===== src/rtl/rst_domain_sequencer_if.sv =====
// Reset-sequencer bundle: restart request and per-domain ready in, per-domain resets and status out.
// Purely structural; the master side is the sequencer, the slave side is the reset consumers.
interface rst_domain_sequencer_if #(
    parameter int NUM_DOMAINS = 3
);
    logic                   sw_rst_req;
    logic [NUM_DOMAINS-1:0] dom_ready;
    logic [NUM_DOMAINS-1:0] dom_rst_n;
    logic                   seq_busy;
    logic                   seq_done;
    logic [NUM_DOMAINS-1:0] dom_err;

    modport master (
        input  sw_rst_req, dom_ready,
        output dom_rst_n, seq_busy, seq_done, dom_err
    );

    modport slave (
        output sw_rst_req, dom_ready,
        input  dom_rst_n, seq_busy, seq_done, dom_err
    );
endinterface


===== src/rtl/rst_domain_sequencer.sv =====
// Releases per-domain active-low resets in index order; first release SYNC_STAGES+HOLD_CYCLES+1 edges after reset.
// No backpressure: a missing dom_ready only stalls the sequence until GAP/timeout rules let it advance.
module rst_domain_sequencer #(
    parameter int NUM_DOMAINS    = 3,
    parameter int SYNC_STAGES    = 2,
    parameter int HOLD_CYCLES    = 4,
    parameter int GAP_CYCLES     = 2,
    parameter int TIMEOUT_CYCLES = 16
) (
    input  logic                   clk,
    input  logic                   async_rst_n,
    rst_domain_sequencer_if.master seq_if
);
    localparam int MAX_HG  = (HOLD_CYCLES > GAP_CYCLES) ? HOLD_CYCLES : GAP_CYCLES;
    localparam int MAX_ALL = (MAX_HG > TIMEOUT_CYCLES) ? MAX_HG : TIMEOUT_CYCLES;
    localparam int CW      = $clog2(MAX_ALL + 1);
    localparam int IW      = (NUM_DOMAINS > 1) ? $clog2(NUM_DOMAINS) : 1;

    localparam logic [CW-1:0] CNT_SAT  = {CW{1'b1}};
    localparam logic [CW-1:0] HOLD_END = CW'(HOLD_CYCLES);
    localparam logic [CW-1:0] GAP_MIN  = CW'(GAP_CYCLES - 1);
    localparam logic [CW-1:0] TO_END   = CW'((TIMEOUT_CYCLES > 0) ? TIMEOUT_CYCLES - 1 : 0);
    localparam logic [IW-1:0] IDX_LAST = IW'(NUM_DOMAINS - 1);

    typedef enum logic [1:0] {
        ST_RESET,
        ST_HOLD,
        ST_WAIT,
        ST_DONE
    } state_t;

    state_t                 state_q, state_d;
    logic [CW-1:0]          cnt_q, cnt_d;
    logic [IW-1:0]          idx_q, idx_d;
    logic [NUM_DOMAINS-1:0] dom_rst_n_q, dom_rst_n_d;
    logic [NUM_DOMAINS-1:0] dom_err_q, dom_err_d;
    logic [SYNC_STAGES-1:0] sync_q;

    logic          rst_sync;
    logic [CW-1:0] cnt_inc;
    logic [IW-1:0] idx_nxt;
    logic          rdy_cur;
    logic          ready_hit;
    logic          timeout_hit;

    // Deassertion synchronizer: clears instantly, releases after SYNC_STAGES edges.
    always_ff @(posedge clk or negedge async_rst_n) begin
        if (!async_rst_n) begin
            sync_q <= '0;
        end else begin
            sync_q <= {sync_q[SYNC_STAGES-2:0], 1'b1};
        end
    end

    assign rst_sync = sync_q[SYNC_STAGES-1];
    assign cnt_inc  = (cnt_q == CNT_SAT) ? cnt_q : cnt_q + CW'(1);
    assign idx_nxt  = idx_q + IW'(1);

    always_comb begin
        rdy_cur = 1'b0;
        for (int i = 0; i < NUM_DOMAINS; i++) begin
            if (IW'(i) == idx_q) begin
                rdy_cur = seq_if.dom_ready[i] & dom_rst_n_q[i];
            end
        end
    end

    assign ready_hit   = (cnt_q >= GAP_MIN) && rdy_cur;
    assign timeout_hit = (TIMEOUT_CYCLES != 0) && (cnt_q == TO_END);

    always_comb begin
        state_d     = state_q;
        cnt_d       = cnt_q;
        idx_d       = idx_q;
        dom_rst_n_d = dom_rst_n_q;
        dom_err_d   = dom_err_q;

        if ((state_q != ST_RESET) && seq_if.sw_rst_req) begin
            state_d     = ST_HOLD;
            cnt_d       = '0;
            idx_d       = '0;
            dom_rst_n_d = '0;
            dom_err_d   = '0;
        end else begin
            case (state_q)
                ST_RESET: begin
                    if (rst_sync) begin
                        state_d = ST_HOLD;
                        cnt_d   = '0;
                    end
                end
                ST_HOLD: begin
                    if (cnt_q == HOLD_END) begin
                        dom_rst_n_d[0] = 1'b1;
                        idx_d          = '0;
                        cnt_d          = '0;
                        state_d        = ST_WAIT;
                    end else begin
                        cnt_d = cnt_inc;
                    end
                end
                ST_WAIT: begin
                    if (ready_hit || timeout_hit) begin
                        // Ready takes precedence when it lands on the timeout cycle.
                        if (!ready_hit) begin
                            for (int i = 0; i < NUM_DOMAINS; i++) begin
                                if (IW'(i) == idx_q) dom_err_d[i] = 1'b1;
                            end
                        end
                        if (idx_q == IDX_LAST) begin
                            state_d = ST_DONE;
                        end else begin
                            for (int i = 1; i < NUM_DOMAINS; i++) begin
                                if (IW'(i) == idx_nxt) dom_rst_n_d[i] = 1'b1;
                            end
                            idx_d = idx_nxt;
                            cnt_d = '0;
                        end
                    end else begin
                        cnt_d = cnt_inc;
                    end
                end
                ST_DONE: begin
                    state_d = ST_DONE;
                end
                default: begin
                    state_d = ST_RESET;
                end
            endcase
        end
    end

    always_ff @(posedge clk or negedge async_rst_n) begin
        if (!async_rst_n) begin
            state_q     <= ST_RESET;
            cnt_q       <= '0;
            idx_q       <= '0;
            dom_rst_n_q <= '0;
            dom_err_q   <= '0;
        end else begin
            state_q     <= state_d;
            cnt_q       <= cnt_d;
            idx_q       <= idx_d;
            dom_rst_n_q <= dom_rst_n_d;
            dom_err_q   <= dom_err_d;
        end
    end

    assign seq_if.dom_rst_n = dom_rst_n_q;
    assign seq_if.dom_err   = dom_err_q;
    assign seq_if.seq_done  = (state_q == ST_DONE);
    assign seq_if.seq_busy  = (state_q != ST_DONE);
endmodule


===== src/flat_wrapper.sv =====
// flat-port wrapper written by rule: the top's interface ports become plain ports
module rst_domain_sequencer_flat 
#(
    parameter int NUM_DOMAINS    = 3,
    parameter int SYNC_STAGES    = 2,
    parameter int HOLD_CYCLES    = 4,
    parameter int GAP_CYCLES     = 2,
    parameter int TIMEOUT_CYCLES = 16
)
  (clk, async_rst_n, seq_if_sw_rst_req, seq_if_dom_ready, seq_if_dom_rst_n, seq_if_seq_busy, seq_if_seq_done, seq_if_dom_err);
  rst_domain_sequencer_if #(.NUM_DOMAINS(NUM_DOMAINS)) seq_if_i ();
  input  logic clk;
  input  logic async_rst_n;
  input wire logic [$bits(seq_if_i.sw_rst_req)-1:0] seq_if_sw_rst_req;
  input wire logic [$bits(seq_if_i.dom_ready)-1:0] seq_if_dom_ready;
  output wire logic [$bits(seq_if_i.dom_rst_n)-1:0] seq_if_dom_rst_n;
  output wire logic [$bits(seq_if_i.seq_busy)-1:0] seq_if_seq_busy;
  output wire logic [$bits(seq_if_i.seq_done)-1:0] seq_if_seq_done;
  output wire logic [$bits(seq_if_i.dom_err)-1:0] seq_if_dom_err;
  assign seq_if_i.sw_rst_req = seq_if_sw_rst_req;
  assign seq_if_i.dom_ready = seq_if_dom_ready;
  assign seq_if_dom_rst_n = seq_if_i.dom_rst_n;
  assign seq_if_seq_busy = seq_if_i.seq_busy;
  assign seq_if_seq_done = seq_if_i.seq_done;
  assign seq_if_dom_err = seq_if_i.dom_err;
  rst_domain_sequencer #(.NUM_DOMAINS(NUM_DOMAINS), .SYNC_STAGES(SYNC_STAGES), .HOLD_CYCLES(HOLD_CYCLES), .GAP_CYCLES(GAP_CYCLES), .TIMEOUT_CYCLES(TIMEOUT_CYCLES)) u_core (.clk(clk), .async_rst_n(async_rst_n), .seq_if(seq_if_i));
endmodule

===== config.mk =====
export PLATFORM = sky130hd
export DESIGN_NAME = rst_domain_sequencer_flat
export DESIGN_NICKNAME = d
export VERILOG_FILES = /design/src/rtl/rst_domain_sequencer_if.sv /design/src/rtl/rst_domain_sequencer.sv /design/src/flat_wrapper.sv
export SDC_FILE = /design/constraint.sdc
export NUM_CORES = 1
export LEC_CHECK = 0
export CAP_MARGIN = 15
export CORE_ASPECT_RATIO = 0.75
export CORE_UTILIZATION = 53
export DETAILED_ROUTE_END_ITERATION = 8
export PLACE_DENSITY = 0.82
export SETUP_SLACK_MARGIN = 0.02
export SLEW_MARGIN = 25
export SYNTH_ARGS = -nofsm -noshare
export SYNTH_HDL_FRONTEND = slang
export SYNTH_SLANG_ARGS = --single-unit

===== constraint.sdc =====
create_clock -name clk -period 2.25 [get_ports clk]
set_input_delay 0.5625 -clock clk [delete_from_list [all_inputs] [get_ports clk]]
set_output_delay 0.5625 -clock clk [all_outputs]
set_load 0.005 [all_outputs]

# After elaboration in Yosys (flattened, before gate mapping)

Index checks and enable logic that the tools add are counted.

Add/subtract/negate cells: 2
Magnitude comparators: 1
Eq/ne operators: 20
Muxes and demuxes: 36
Bitwise operators: 3
Reduce and logical (&&, ||, !) cells: 26

Operators by type and width:

| kind                | number |
|---|---|
| $mux 5              | 6 |
| $reduce_and 4->1    | 7 |
| $mux 2              | 12 |
| $reduce_bool 2->1   | 10 |
| $mux 3              | 5 |
| $pmux 5 s3          | 1 |
| $ne 3x1->1 const B  | 4 |
| $mux 1              | 10 |
| $pmux 2 s4          | 1 |
| $eq 2x2->1 const B  | 3 |
| $add 5x1->5 const B | 1 |
| $eq 5x3->1 const B  | 1 |
| $eq 5x4->1 const B  | 1 |
| $eq 5x5->1 const B  | 1 |
| $ge 5x1->1 const B  | 1 |
| $eq 1x2->1 const A  | 2 |
| $eq 2x2->1 const A  | 2 |
| $logic_not 2->1     | 2 |
| $ne 2x2->1 const B  | 2 |
| $ne 4x3->1 const B  | 1 |
| $pmux 2 s2          | 1 |
| $reduce_bool 4->1   | 1 |
| $and 1x1->1         | 3 |
| $ne 3x2->1 const B  | 1 |
| 8 further kinds     | 9 |

Bits in registers: 17
Input bits: 6
Output and inout port bits: 8
Logic and storage cells: 98

# Logic depth before layout (Yosys ltp)

Gate-level depths: netlist (run 1).

Word-level depth: 9
Depth in mapped cells: 9
Mapped depth without buffers: 8

# Worst setup path after synthesis (run 1)

No wires, ideal clock.

Kind: register -> register
Start: reg u_core.cnt_q[0]
End: reg u_core.cnt_q[0]
Library setup time: 0.121 ns
Data arrival time: 1.889 ns
Data required time: 2.129 ns
Setup slack: 0.240 ns
Stages on the path, launching flop included: 8
Path buffers: 0
Period minus slack after synthesis: 2.010 ns
Cell sequence: dfrtp_1 -> ha_1 -> nor4_2 -> a22oi_2 -> a21oi_4 -> o21a_4 -> a21bo_1 -> a22o_1

Longest elaborated chain between the ends: 6
Elaborated cells on any way between the ends: 14
Classes of those cells: add/sub (1); order compare (1); eq/ne (4); mux (5); reduce/logical (3)

Ends and longest elaborated chain:

| item                   | RTL line                    | text |
|---|---|---|
| start, declared        | rst_domain_sequencer.sv:33  | `logic [CW-1:0] cnt_q, cnt_d;` |
| start signal, assigned | rst_domain_sequencer.sv:142 | `cnt_q <= cnt_d;` |
| $ge 5x1->1             | rst_domain_sequencer.sv:68  | `assign ready_hit = (cnt_q >= GAP_MIN) && rdy_cur;` |
| $logic_and 1x1->1      | rst_domain_sequencer.sv:68  |  |
| $logic_or 1x1->1       | rst_domain_sequencer.sv:103 | `if (ready_hit \|\| timeout_hit) begin` |
| $mux 5                 | rst_domain_sequencer.sv:103 |  |
| $pmux 5 s3             | rst_domain_sequencer.sv:85  | `case (state_q)` |
| $mux 5                 | rst_domain_sequencer.sv:78  | `if ((state_q != ST_RESET) && seq_if.sw_rst_req) begin` |

Several ways; a longest one is shown, not always the timed one.
A chain may end at the register's enable or synchronous reset.

# Final worst setup path (run 1)

Start: reg u_core.state_q[0]
End: out seq_if_seq_busy

Longest elaborated chain between the ends: 1

Ends and longest elaborated chain:

| item                   | RTL line                    | text |
|---|---|---|
| start, declared        | rst_domain_sequencer.sv:32  | `state_t state_q, state_d;` |
| start signal, assigned | rst_domain_sequencer.sv:141 | `state_q <= state_d;` |
| $ne 2x2->1             | rst_domain_sequencer.sv:152 | `assign seq_if.seq_busy = (state_q != ST_DONE);` |
| end, declared          | flat_wrapper.sv:17          | `output wire logic [$bits(seq_if_i.seq_busy)-1:0] seq_if_seq_busy;` |

Every way passes these cells.

==> impl_metrics.ini, run 1 <==
[status]
status = completed

[sta]
setup_tns_ns = 0
setup_violations = 0
slew_violations = 0
period_needed_ns = 2.116
skew_ns = 0.002049
finalCritPeriodShare_pct = 94.06
hold_viol = 0
max_freq_ghz = 0.4725
rsz0062_at_grt = yes

[synth]
ys_ff_latch = 17
seq_area_frac_synth_pct = 38.37
syn_nets = 129
async_reset_ff_share_pct = 100.0
synth-edff-count = 0
synth.avg_cell_area_um2 = 10.08
syn_area_mm2 = 0.001109
yosysWarnings = 0
ys_types = 36
netlist_instances = 110
synth_flop_cell = dfrtp_1

[clock_network]
insertion_delay_ns = 0.29
clockBufferDepth = 2
cts_tree = done
postCtsSetupRepairBufs = 0
cts_root_buf = clkbuf_4
htreeDepth = 1
clkTransAtPathRegs_ns = 0.09
numCtsBuffers = 3
clkSinkCount = 17

[layout]
fillers = 123
drive_above_1_share_pct = 15.15
diodes = 0
area_delta_synth_final_pct = 21.22
fin_nets = 152

[die]
start_util_pct = 60.31
core_area_mm2 = 0.001838
ios = 14
die-area_mm2 = 0.002280
die_y_um = 41.61
num_rows = 13
chipWidth_um = 54.81

[power_and_ir_drop]
peakVddDrop_mv = 0.5965
power_leakage_nw = 0.6021
clockPowerShare_pct = 14.1
switching_share_pct = 38.40
p_seq_share_pct = 34.2
internal_power_uw = 711.5
p_total_mw = 1.155
power_density_mw_per_mm2 = 859.6
p_comb_share_pct = 51.6
switching_power_uw = 443.6

[place]
hpwl_um = 1701
port_buffers = 13
gp_congestion = 0.8321

[drt]
drc = 0
vias = 903
wl_um = 2198
first_iter_violations = 26
drt-vias-per-instance = 5.864
avgRoutedWirePerCell_um = 14.27
dr.pass1.iters = 6
ant_nets = 0

[grt]
grt_start_max_net_pins = 18
antenna_found_initial = 0
grt_pass1_wl_um = 3726
grt_pass1_vias = 848
grt_usage_pct = 22.75
grt-ovfl-total = 0

[hold_path]
hold_path.class = reg2reg

[setup_path]
critPathSlowestCell = clkdlybuf4s50_1
critPathMaxFanout = 7
critical-path-max-stage-delay_ns = 0.48
path_cells = buf_4, ha_2, inv_1, clkdlybuf4s50_1
arrival_ns = 1.55
endpoint_kind = primary output
start_kind = flop
setup.worst_path.class = reg2out
crit_required_ns = 1.69

[job]
drv_cap = 0
-- power by group through the flow --
stage                     combinational (mW)  sequential [mW]  clock [mW]
final                                  0.597            0.395       0.163
after floorplan                        0.411            0.393           0
after global placement                 0.574            0.395           0
after detailed placement               0.591            0.398           0
after global routing                   0.665            0.402       0.186
after CTS                              0.594            0.392       0.169
-- synth_stat cells (2+ instances only) --
library cell / n / share of area, %
dfrtp_1: 17 / 38
ha_1: 13 / 15
a21oi_1: 7 / 3.2
a22o_1: 7 / 5.5
inv_1: 7 / 2.4
nand2_1: 7 / 2.4
nor2_1: 7 / 2.4
nand3_1: 4 / 1.8
and3_1: 3 / 1.7
a31oi_1: 2 / 1.1
and2_1: 2 / 1.1
clkbuf_1: 2 / 0.68
mux2_1: 2 / 2.0
nand2b_1: 2 / 1.1
nor2b_1: 2 / 1.1
nor3_1: 2 / 0.90
nor4_1: 2 / 1.1
o21a_1: 2 / 1.4
o21ai_0: 2 / 0.90
o21ai_1: 2 / 0.90
-- registers in the layout, indices dropped and copies added, names as in the netlist --
register,count
u_core.seq_if.dom_rst_n,3
u_core.seq_if.dom_err,3
u_core.idx_q,2
u_core.state_q,2
u_core.cnt_q,5
u_core.sync_q,2
-- final timing paths --
check | start | end | slack [ns] | cells past startpoint
setup / recovery | u_core.state_q[0] | seq_if_seq_busy | 0.13 | 4
hold / removal | u_core.sync_q[0] | u_core.sync_q[1] | 0.36 | 0
setup reg to reg | u_core.cnt_q[0] | u_core.cnt_q[0] | 0.16 | 7
hold reg to reg | u_core.sync_q[0] | u_core.sync_q[1] | 0.36 | 0
max in group asynchronous | async_rst_n | u_core.cnt_q[1] | 1.48 | 2
min in group asynchronous | async_rst_n | u_core.state_q[0] | 0.58 | 2
-- worst max-delay path, delay by kind of cell (launching register included) --
family,cells,cell delay (ns)
adder cells (fa/ha/maj),1,0.18
flip-flops,1,0.39
buffers and inverters,3,0.68
-- metrics by stage --
step	util, %	hold slack, ns	std cells	area [um2]	setup slack (ns)
6_report	73.11	0.3647	154	1344	0.1337
5_1_grt	73.11	0.3910	154	1344	0.007355
4_1_cts	72.77	0.3688	154	1338	0.09787
3_5_place_dp	71.34	0.3460	150	1311	0.01654
3_3_place_gp	71.34	0.3381	150	1311	0.04022
2_1_floorplan	-	0.2669	110	1109	0.2399
-- cell families (layout without fill, tap and decap cells) --
group / after synthesis / after routing / share of synthesized area [%]
AND/OR/NAND/NOR: 35 / 35 / 16.93
AO/OA/AOI/OAI: 32 / 32 / 23.70
flip-flops: 17 / 17 / 38.37
adder cells (fa/ha/maj): 13 / 13 / 14.67
buffers and inverters: 9 / 31 / 3.048
multiplexers: 3 / 3 / 2.934
other: 1 / 1 / 0.3383
-- cell usage in the layout, fill, tap and decap left out, types with 3 or more instances in the layout --
cell	n
clkdlybuf4s50_1	13
nand2_1	7
clkbuf_4	3
a21oi_1	7
dfrtp_1	16
nor2_1	7
ha_1	11
and3_1	3
buf_4	7
inv_1	7
a22o_1	7
nand3_1	4
-- routing by layer --
metal  vias up  wire length, um  GRT usage [%]  part of all wire, %
li1        448                -              -                    -
met1       432             1021          28.97                   46
met2        23             1055          37.35                   48
met3         0              121          7.692                  5.5
met4         0                0          3.077                    0
met5         -                0              0                    0
-- what timing repair did --
item,CTS,global route
gates resized for setup,0,3
hold buffers,0,0
endpoints found under the setup margin,0,2
endpoints found under the hold margin,0,0
-- cell type report --
cell class,instances,area (um2),share of cell area (%)
Sequential cell,17,426.7,31.75
Multi-Input combinational cell,84,654.4,48.70
Inverter,7,26.28,1.955
Clock buffer,4,26.28,1.955
Tap cell,22,27.53,2.048
Timing Repair Buffer,20,182.7,13.59
No activity file was read; power rests on OpenSTA's default activity.
==> run 2: changes to the inputs <==
==> constraint.sdc (replaced) <==
create_clock -name clk -period 2.2 [get_ports clk]
set_input_delay 0.55 -clock clk [delete_from_list [all_inputs] [get_ports clk]]
set_output_delay 0.55 -clock clk [all_outputs]
set_load 0.005 [all_outputs]
==> impl_metrics.ini, run 2 (synthesized netlist as in run 1, its figures left out) <==
[layout]
diodes = 0
drive_above_1_share_pct = 15.56
layout_common_cells = dfrtp_1, ha_1, clkdlybuf4s50_1
stdcell_area_mm2 = 0.001361
final_common_cell = dfrtp_1
stdcell_count = 157
regArea_um2 = 426.7
top_register = u_core.cnt_q
largest_reg_flops = 5
area_delta_synth_final_pct = 22.80
multi_input_area_um2 = 649.4
fillers = 131
fin_nets = 155

[job]
drv_cap = 0

[place]
port_buffers = 13
placed_cells = 152
gp_congestion = 0.8422
dp_slack_ns = -0.04501
hpwl_um = 1845
dpl_cell_area_mm2 = 0.001326

[power_and_ir_drop]
peakVddDrop_mv = 0.6718
power_density_mw_per_mm2 = 891.3
power_leakage_nw = 0.6198

[drt]
ant_nets = 0
avgRoutedWirePerCell_um = 15.23
wl_um = 2391
drc = 0
first_iter_violations = 17
vias = 938
drt-vias-per-instance = 5.975
dr.pass1.iters = 4

[setup_path]
setup.worst_path.class = reg2out
critical-path-max-stage-delay_ns = 0.48
r2r-end = u_core.cnt_q[1]
rrSetupSlack_ns = 0.12
cp-startpoint = u_core.state_q[0]
r2r_start = u_core.state_q[1]
endpoint_kind = primary output
r2r_cells = 7
crit_required_ns = 1.65
crit_family = buffers and inverters
start_kind = flop
timing.critical_path.buf_inv = 3
arrival_ns = 1.59
path_cells = buf_4, ha_1, inv_1, clkdlybuf4s50_1
critPathMaxFanout = 7
critPathSlowestCell = clkdlybuf4s50_1

[clock_network]
insertion_delay_ns = 0.30
clkTransAtPathRegs_ns = 0.10
cts_root_buf = clkbuf_4
clkSinkCount = 17
clockBufferDepth = 2
cts_tree = done
numCtsBuffers = 3
htreeDepth = 1
hold_buffers = 0

[die]
num_rows = 13
chipWidth_um = 54.81
core_area_mm2 = 0.001838
ios = 14
die_y_um = 41.61
die-area_mm2 = 0.002280
start_util_pct = 60.31

[grt]
grt-ovfl-total = 0
antenna_found_initial = 0
grt_usage_pct = 23.89
grt_pass1_wl_um = 3884
grt_start_max_net_pins = 18
grt_pass1_vias = 904

[hold_path]
worstHoldEndpoint = u_core.sync_q[1]
min_from = u_core.sync_q[0]
hold_path.class = reg2reg
min_path_cells = 0

[sta]
hold_viol = 0
period_needed_ns = 2.136
setup_violations = 0
slew_violations = 0
setup_ws_ns = 0.06447
rsz0062_at_grt = yes
max_freq_ghz = 0.4683
finalCritPeriodShare_pct = 97.07
skew_ns = 0.001733

[status]
status = completed
==> run 2: cell types whose count changed in the layout (fill, tap and decap cells not counted), sizes merged <==
cell / delta
buf: +3
==> run 2: worst max-delay path by stage <==
stage,end,slack [ns],depth (start not counted)
final,seq_if_seq_busy,0.06,4
after global routing,seq_if_seq_busy,0.001,4
after CTS,seq_if_seq_busy,0.05,4
after detailed placement,u_core.cnt_q[1],-0.05,7
after global placement,u_core.state_q[1],0.02,7
after floorplan,u_core.cnt_q[0],0.19,7
==> run 2: where the power goes <==
group / total (mW) / internal (mW) / leakage, nW / switching [mW]
Combinational: 0.644 / 0.321 / 0.380 / 0.324
Sequential: 0.397 / 0.350 / 0.225 / 0.0473
Clock: 0.172 / 0.0707 / 0.0150 / 0.101
Total: 1.21 / 0.741 / 0.620 / 0.472
==> run 2: area by class of cell <==
type                            instances  share of cell area [%]
Tap cell                               22                   2.022
Timing Repair Buffer                   23                   15.07
Clock buffer                            4                   1.930
Sequential cell                        17                   31.34
Multi-Input combinational cell         84                   47.70
Inverter                                7                   1.930
==> run 2: per-stage QoR <==
stage | hold WS [ns] | setup TNS [ns] | util (%) | total power, mW
5_1_grt | 0.3686 | 0 | 74.06 | 1.303
3_3_place_gp | 0.3361 | 0 | 72.16 | 0.9989
3_5_place_dp | 0.3403 | -0.1176 | 72.16 | 1.027
6_report | 0.3580 | 0 | 74.06 | 1.213
4_1_cts | 0.3649 | 0 | 73.59 | 1.201
2_1_floorplan | 0.2544 | 0 | - | 0.8218
==> run 2: layer usage <==
metal,global-route usage [%],vias up,part of all wire [%]
li1,-,453,-
met1,28.64,436,45
met2,39.28,42,47
met3,8.791,7,6.8
met4,6.154,0,1.0
met5,0,-,0
==> run 2: repair_timing <==
item | CTS | global route
endpoints found under the setup margin | 0 | 2
hold endpoints to repair | 0 | 0
gates resized for setup | 0 | 1
setup buffers | 0 | 1
